### config.mk
export PLATFORM = sky130hd
export DESIGN_NAME = debug_data_transmitter
export DESIGN_NICKNAME = d
export VERILOG_FILES = /design/src/rtl/debug_data_transmitter.sv
export SDC_FILE = /design/constraint.sdc
export NUM_CORES = 1
export LEC_CHECK = 0
export ABC_AREA = 1
export BUFFER_PORTS_ARGS = -buffer_cell sky130_fd_sc_hd__buf_2
export CAP_MARGIN = 5
export CORE_MARGIN = 3
export CORE_UTILIZATION = 62
export DETAILED_ROUTE_END_ITERATION = 16
export GPL_TIMING_DRIVEN = 0
export HOLD_SLACK_MARGIN = 0.12
export PLACE_DENSITY = 0.79
export SETUP_SLACK_MARGIN = 0.3
export SLEW_MARGIN = 20
export SYNTH_ARGS = -nofsm -noshare
export SYNTH_HDL_FRONTEND = slang
export SYNTH_SLANG_ARGS = --single-unit
### constraint.sdc
create_clock -name debug_clk -period 5.7 [get_ports debug_clk]
set_input_delay 0.57 -clock debug_clk [delete_from_list [all_inputs] [get_ports debug_clk]]
set_output_delay 0.57 -clock debug_clk [all_outputs]
set_load 0.05 [all_outputs]
### src/rtl/debug_data_transmitter.sv
// Serial debug-word transmitter: a small FIFO of 40-bit words feeding a
// start-strobe / LSB-first shifter with a fixed idle gap between frames.
//
// state | meaning
// IDLE  | nothing to send, waiting for a queued word
// START | one-cycle data_start strobe, head word loaded into shifter
// SHIFT | 40 cycles, one word bit per cycle on sout, LSB first
// GAP   | GAP_CYCLES quiet cycles before the next frame or IDLE
module debug_data_transmitter #(
   parameter int GAP_CYCLES = 4,
   parameter int FIFO_DEPTH = 4
) (
   input  logic        debug_clk,
   input  logic        reset_n,
   input  logic [39:0] in_data,
   input  logic        in_valid,
   output logic        in_ready,
   output logic        data_start,
   output logic        sout,
   output logic        busy,
   output logic [4:0]  fifo_count
);

   localparam int AW = (FIFO_DEPTH > 1) ? $clog2(FIFO_DEPTH) : 1;

   typedef enum logic [1:0] {IDLE, START, SHIFT, GAP} state_t;

   state_t      state_q;
   logic [39:0] mem_q [FIFO_DEPTH];
   logic [AW-1:0] wr_ptr_q;
   logic [AW-1:0] rd_ptr_q;
   logic [4:0]  count_q;
   logic [4:0]  count_d;
   logic [39:0] shreg_q;
   logic [5:0]  bit_cnt_q;
   logic [3:0]  gap_cnt_q;
   logic        data_start_q;
   logic        sout_q;
   logic        fifo_empty;
   logic        fifo_full;
   logic        push;
   logic        pop;

   assign fifo_empty = (count_q == 5'd0);
   assign fifo_full  = (count_q == 5'(FIFO_DEPTH));
   assign in_ready   = reset_n && !fifo_full;
   assign push       = in_valid && in_ready;
   // Pop decisions use the registered count, so a word pushed into an
   // empty FIFO is never popped on the same edge.
   assign pop        = !fifo_empty &&
                       ((state_q == IDLE) || ((state_q == GAP) && (gap_cnt_q == 4'd0)));

   always_comb begin
      count_d = count_q + {4'd0, push} - {4'd0, pop};
   end

   always_ff @(posedge debug_clk) begin
      if (push) begin
         mem_q[wr_ptr_q] <= in_data;
      end
   end

   always_ff @(posedge debug_clk or negedge reset_n) begin
      if (!reset_n) begin
         wr_ptr_q <= '0;
         rd_ptr_q <= '0;
         count_q  <= '0;
      end else begin
         if (push) wr_ptr_q <= wr_ptr_q + AW'(1);
         if (pop)  rd_ptr_q <= rd_ptr_q + AW'(1);
         count_q <= count_d;
      end
   end

   always_ff @(posedge debug_clk or negedge reset_n) begin
      if (!reset_n) begin
         state_q      <= IDLE;
         shreg_q      <= '0;
         bit_cnt_q    <= '0;
         gap_cnt_q    <= '0;
         data_start_q <= 1'b0;
         sout_q       <= 1'b0;
      end else begin
         case (state_q)
            IDLE: begin
               data_start_q <= 1'b0;
               sout_q       <= 1'b0;
               if (pop) begin
                  state_q      <= START;
                  shreg_q      <= mem_q[rd_ptr_q];
                  data_start_q <= 1'b1;
               end
            end
            START: begin
               data_start_q <= 1'b0;
               sout_q       <= shreg_q[0];
               shreg_q      <= {1'b0, shreg_q[39:1]};
               bit_cnt_q    <= 6'd39;
               state_q      <= SHIFT;
            end
            SHIFT: begin
               if (bit_cnt_q == 6'd0) begin
                  sout_q    <= 1'b0;
                  gap_cnt_q <= 4'(GAP_CYCLES - 1);
                  state_q   <= GAP;
               end else begin
                  sout_q    <= shreg_q[0];
                  shreg_q   <= {1'b0, shreg_q[39:1]};
                  bit_cnt_q <= bit_cnt_q - 6'd1;
               end
            end
            GAP: begin
               sout_q <= 1'b0;
               if (gap_cnt_q == 4'd0) begin
                  if (pop) begin
                     state_q      <= START;
                     shreg_q      <= mem_q[rd_ptr_q];
                     data_start_q <= 1'b1;
                  end else begin
                     state_q <= IDLE;
                  end
               end else begin
                  gap_cnt_q <= gap_cnt_q - 4'd1;
               end
            end
            default: state_q <= IDLE;
         endcase
      end
   end

   assign data_start = data_start_q;
   assign sout       = sout_q;
   assign busy       = reset_n && ((state_q != IDLE) || !fifo_empty);
   assign fifo_count = count_q;

endmodule
==> flow_summary_export.csv, run 1 <==
group,metric,value,unit
clock_tree,insertion_delay,0.52,ns
pwr,irDropWorstVdd,445,uV
finish,layout.nets,1062,
setup_path,end_kind,"register",
pwr,leakagePower,0.00487,uW
timing,drv_slew,0,
setup_path,ff2ff_setup_slack,2.83,ns
clock_tree,root_buffer,"clkbuf_16",
floorplanning,rows,45,
setup_path,worstSetupPathType,"input port to register",
grt,overflow,0,
logic_synthesis,synthFlopType,"edfxtp_1",
floorplanning,die_h,132,um
logic_synthesis,ys_ff_latch,223,
hold_path,hold_depth,1,
logic_synthesis,yosysWarningCount,0,
hold_path,hold_end,"mem_q[0][20]",
setup_path,start_kind,"input port",
floorplanning,chipWidth,132,um
grt,grt_pass1_vias,6757,
timing,final-setup-viol-count,0,
setup_path,r2r-end,"fifo_count[4]",
floorplanning,ios,52,
clock_tree,clock-sinks,223,
hold_path,hold_start,"in_data[20]",
logic_synthesis,syn-num-nets,979,
logic_synthesis,avgSynthCellArea,10.8,sq um
logic_synthesis,async_flop_share,28.3,%
grt,antenna_found_initial,2,
grt,track_usage,23.6,%
logic_synthesis,synth_adder_area_share,2.48,%
logic_synthesis,syn_inst,917,
setup_path,r2r_start,"fifo_count[3]",
route,viasPerCell,5.50,
setup_path,path_buf_inv,5,
grt,grt_max_degree,35,
finish,drive_above_1_share,23.4,%
timing,fin_skew,0.0131,ns
hold_path,hold_class,"input port to register",
logic_synthesis,synth-xor-area-share,0.708,%
timing,finalCriticalPeriod,3.18,ns
placed_design,io_buffers,51,
setup_path,required,6.09,ns
logic_synthesis,synth_cell_types,30,
clock_tree,clk_transition_reported_paths,0.06,ns
floorplanning,start_util,64.2,%
floorplanning,dieArea,0.0175,sq mm
clock_tree,cts_made_buffers,23,
pwr,swShare,37.9,%
finish,antenna_cells,0,
route,vias,6758,
setup_path,cp_slowest_cell,"dlygate4sd3_1",
setup_path,cpMostUsedCell,"inv_1",
grt,grt_pass1_wl,33.4,mm
logic_synthesis,synth_top_area_share,48.5,%
timing,tns,0,ns
logic_synthesis,synth_mux_area_share,0,%
logic_synthesis,ys_top_cells_by_count,"269 x nand2_1, 174 x nand3_1, 160 x edfxtp_1, 83 x nand2_2, 63 x dfrtp_1",
timing,worst_slew_pin_slew,0.731,ns
pwr,combPwrFrac,39.1,%
finish,area_delta_synth_final,15.4,%
pwr,power_density,563,mW/mm^2
flow_run,cap_violations,0,
clock_tree,htreeDepth,1,
route,drc,0,
route,drtIter0Drc,559,
pwr,clkPwrFrac,25.7,%
logic_synthesis,yosys.area.top_type,"edfxtp_1",
placed_design,place.gp.congestion,0.828,
logic_synthesis,synth-compound-area-share,1.26,%
setup_path,path_cells,"dlygate4sd3_1 > buf_4 > inv_1 > a21oi_1 > nand2_1 > ha_1 > inv_1 > ha_1 > inv_1 > fa_1 > o21ai_0 > a21oi_1 > xor2_1",
clock_tree,clock_path_buffers,3,
logic_synthesis,yosys.area_share.simple,26.4,%
floorplanning,core-area,0.0154,sq mm
timing,rsz0062_at_grt,"false",
route,postRouteAntennaNets,0,
timing,layout_setup_ws,2.52,ns
pwr,p_sw,2430,uW
route,drt-total-wl,20.4,mm
pwr,sequentialPowerShare,35.3,%
setup_path,reg2reg_depth,14,
setup_path,slowest_delay,0.52,ns
pwr,p_int,4000,uW
run_status,status,"completed",
placed_design,dp_slack,2.47,ns
logic_synthesis,synth_edf_count,160,
setup_path,worstPathMaxFanout,32,
logic_synthesis,synth_most_common_cell,"nand2_1",
logic_synthesis,syn-cell-area,0.00990,sq mm
logic_synthesis,synth_top_family_by_area,"simple AND/OR/NAND/NOR gates",
setup_path,cpLargestDelayFamily,"buffers and inverters",
timing,fmax,0.314,GHz
timing,min_period_over_period,55.9,%
logic_synthesis,ys_seq_area_share,64.5,%
route,wl_per_cell,16.6,um
logic_synthesis,synth.area.top_cells,"edfxtp_1 49%, dfrtp_1 16%, nand2_1 10%",
timing,finalHoldViolations,0,
placed_design,hpwl,12.5,mm
route,dr.pass1.iters,7,
setup_path,cp.arrival,3.58,ns
clock_tree,cts_tree,"built",
timing,slew_headroom,51.2,%
-- layer usage --
metal  wire (um)  GRT usage [%]  up-vias
met2       10300           40.9      224
met4         444           6.99        4
li1            -              -     3245
met5          27              0        -
met1        8460           31.1     3242
met3        1160           3.63       43
-- cell usage in the layout (no fill, tap or decap) --
cell,count
bufinv_16,5
buf_8,1
clkinv_2,2
buf_4,9
inv_2,3
nor2_8,2
inv_1,37
nor2_4,5
clkbuf_16,23
nand2_4,1
inv_16,1
o21a_1,1
nand2_2,83
clkbuf_8,3
clkinvlp_4,5
a21o_1,1
xor2_1,6
ha_1,18
xnor2_1,2
o21ai_0,14
inv_4,1
a21oi_1,5
nand4_1,1
nand3_4,1
inv_6,1
dfrtp_1,63
nand2_1,269
nor2_1,12
buf_12,9
dlygate4sd3_1,1
clkbuf_1,11
edfxtp_1,160
nor2_2,3
nand3_1,174
or2_2,1
o21ai_1,3
nand2_8,2
fa_1,1
buf_2,77
-- final cells by class --
type                            instances  area (sq um)
Clock inverter                         14           226
Inverter                               41           156
Buffer                                 48           309
Tap cell                              211           264
Timing Repair Buffer                   58           383
Sequential cell                       223          6380
Multi-Input combinational cell        605          3080
Clock buffer                           28           624
Fill cell                            1045          4000
-- logic make-up (layout without fill, tap and decap cells) --
family          after synthesis  in the layout
compound gates               24             24
xor+xnor                      8              8
fa+ha+maj                    19             19
buf+inv                      89            189
flops                       223            223
simple gates                554            554
-- power groups by stage --
stage	Combinational (uW)	Sequential (uW)	Clock, uW
after floorplan	1820	2360	0
after global placement	2390	2300	0
after detailed placement	2490	2290	0
after CTS	2520	2260	1670
after global routing	2810	2300	1730
final	2510	2270	1650
-- stage by stage --
step / utilization [%] / hold slack [ns] / power [uW] / instances / instance area (sq um)
6_report: 74.1 / 0.260 / 6430 / 1228 / 11400
3_3_place_gp: 67.5 / 0.457 / 4690 / 1179 / 10400
4_1_cts: 74.1 / 0.244 / 6460 / 1228 / 11400
5_1_grt: 74.1 / 0.246 / 6840 / 1228 / 11400
3_5_place_dp: 68.5 / 0.462 / 4780 / 1185 / 10600
2_1_floorplan: - / 0.274 / 4180 / 917 / 9900
-- what timing repair did --
action,in CTS,in global routing
buffers inserted,0,0
hold buffers,1,0
endpoints found under the hold margin,29,0
resized for setup,0,0
-- how the worst max path moves through the flow --
stage	startpoint	endpoint	slack, ns	cells after the start
detailed placement	reset_n	fifo_count[4]	2.47	12
global route	reset_n	fifo_count[4]	2.17	13
CTS	reset_n	fifo_count[4]	2.47	13
finish	reset_n	fifo_count[4]	2.52	13
floorplan	fifo_count[3]	mem_q[0][0]	1.24	7
global placement	reset_n	mem_q[3][15]	-0.11	5
-- registers in the layout, summed over array words and instances (netlist names) --
register and flops:
wr_ptr_q 2, rd_ptr_q 2, data_start 1, shreg_q 40, state_q 2, mem_q 160
sout 1, bit_cnt_q 6, fifo_count 5, gap_cnt_q 4
Power figures use the tool's default switching activity.
==> run 2, diff against run 1 <==
Settings changed: CORE_UTILIZATION 62 to 55, PLACE_DENSITY 0.79 to 0.74.
Clock period 5.7 ns to 2.9 ns, I/O delays scaled along.
==> flow_summary_export.csv, run 2 (same netlist as run 1, synthesis figures left out) <==
group,metric,value,unit
grt,antenna_found_initial,0,
timing,slew_headroom,50.2,%
pwr,power_density,1050,mW/mm^2
setup_path,worstPathMaxFanout,4,
placed_design,place.gp.congestion,0.784,
finish,drive_above_1_share,23.6,%
finish,antenna_cells,0,
timing,rsz0062_at_grt,"false",
route,vias,6813,
clock_tree,clk_transition_reported_paths,0.06,ns
clock_tree,cts_tree,"built",
route,wl_per_cell,16.3,um
timing,fin_skew,0.0126,ns
grt,grt_pass1_wl,34.3,mm
route,viasPerCell,5.31,
finish,top_regs,"mem_q x160, shreg_q x40, bit_cnt_q x6",
route,drc,0,
setup_path,cp.arrival,2.82,ns
timing,drv_slew,0,
grt,grt_max_degree,46,
timing,final-setup-viol-count,0,
clock_tree,root_buffer,"clkbuf_16",
run_status,status,"completed",
timing,fmax,0.409,GHz
placed_design,hpwl,13.1,mm
timing,min_period_over_period,84.3,%
clock_tree,clock_path_buffers,3,
clock_tree,htreeDepth,1,
finish,layout_common_cells,"268 x nand2_1, 174 x nand3_1, 160 x edfxtp_1, 83 x nand2_2, 77 x buf_2",
timing,finalCriticalPeriod,2.45,ns
route,drtIter0Drc,500,
route,drt-total-wl,21.0,mm
finish,layout.nets,1105,
grt,grt_pass1_vias,6710,
floorplanning,start_util,56.6,%
clock_tree,insertion_delay,0.49,ns
finish,stdcell_area,0.0119,sq mm
floorplanning,die_h,140,um
timing,tns,0,ns
timing,finalHoldViolations,0,
setup_path,end_kind,"register",
finish,area_delta_synth_final,20.4,%
floorplanning,dieArea,0.0196,sq mm
hold_path,hold_class,"input port to register",
setup_path,required,3.28,ns
clock_tree,clock-sinks,223,
pwr,irDropWorstVdd,746,uV
placed_design,dp_slack,0.308,ns
clock_tree,cts_made_buffers,23,
timing,layout_setup_ws,0.454,ns
grt,overflow,0,
pwr,leakagePower,0.00504,uW
placed_design,dpl_cell_area,0.0107,sq mm
timing,fin_hold_ws,0.202,ns
floorplanning,core-area,0.0175,sq mm
floorplanning,rows,48,
flow_run,cap_violations,0,
timing,worst_slew_pin_slew,0.746,ns
grt,track_usage,21.6,%
route,postRouteAntennaNets,0,
finish,layout_commonest_cell,"nand2_1",
floorplanning,chipWidth,140,um
floorplanning,ios,52,
placed_design,io_buffers,51,
finish,largest-register,"mem_q",
route,dr.pass1.iters,5,
finish,largest_reg_flops,160,
setup_path,worstSetupPathType,"register to register",
setup_path,start_kind,"register",
[run 2: routing by layer]
layer	GRT usage (%)	vias up	part of all wire (%)
met1	28.5	3231	42
li1	-	3331	-
met4	5.97	0	2.2
met2	38.0	205	50
met3	2.87	46	5.5
met5	0	-	0
[run 2: final timing paths]
kind / start / end / slack [ns] / cells after the start
max in group asynchronous: reset_n / shreg_q[25] / 2.14 / 3
min in group asynchronous: reset_n / sout / 0.22 / 2
worst max-delay path: fifo_count[2] / fifo_count[4] / 0.45 / 15
worst min register to register: bit_cnt_q[0] / bit_cnt_q[0] / 0.47 / 1
worst min-delay path: in_valid / wr_ptr_q[0] / 0.20 / 3
worst max register to register: fifo_count[2] / fifo_count[4] / 0.45 / 15
[run 2: per-stage QoR]
stage	utilization (%)	std cells	power, uW
2_1_floorplan	-	917	8300
3_5_place_dp	61.4	1201	9560
5_1_grt	68.2	1284	13300
4_1_cts	68.1	1283	12500
3_3_place_gp	60.3	1193	9340
6_report	68.2	1284	12500
[run 2: power breakdown]
group	switching [uW]	internal, uW
combinational	3240	1850
clock	1130	1790
sequential	346	4130
[run 2: area by class of cell]
type	instances	area (sq um)
flip-flops and latches	223	6390
well taps	225	282
repair buffers	101	881
clock buffers	32	639
plain buffers	48	309
fillers	1258	5560
clock inverters	9	114
inverters	41	156
multi-input cells	605	3150
[run 2: critical path, cell delays in order, from the launching register on]
cell and delay, ns:
dfrtp_2 0.43, inv_1 0.08, ha_1 0.15, inv_1 0.04
nor2_2 0.11, nand2_2 0.11, nand2_4 0.10, inv_2 0.06
ha_4 0.23, inv_2 0.06, ha_4 0.13, inv_2 0.03
fa_2 0.37, o21ai_1 0.16, a21oi_1 0.10, xor2_1 0.14
[run 2: repair_timing]
action                                 CTS  global route
pin swaps                                1             1
gates resized for setup                  0             4
setup buffers                            0             1
hold buffers                            41             0
endpoints found under the hold margin  223             0
setup endpoints to repair                1             1
gates cloned                             0             0
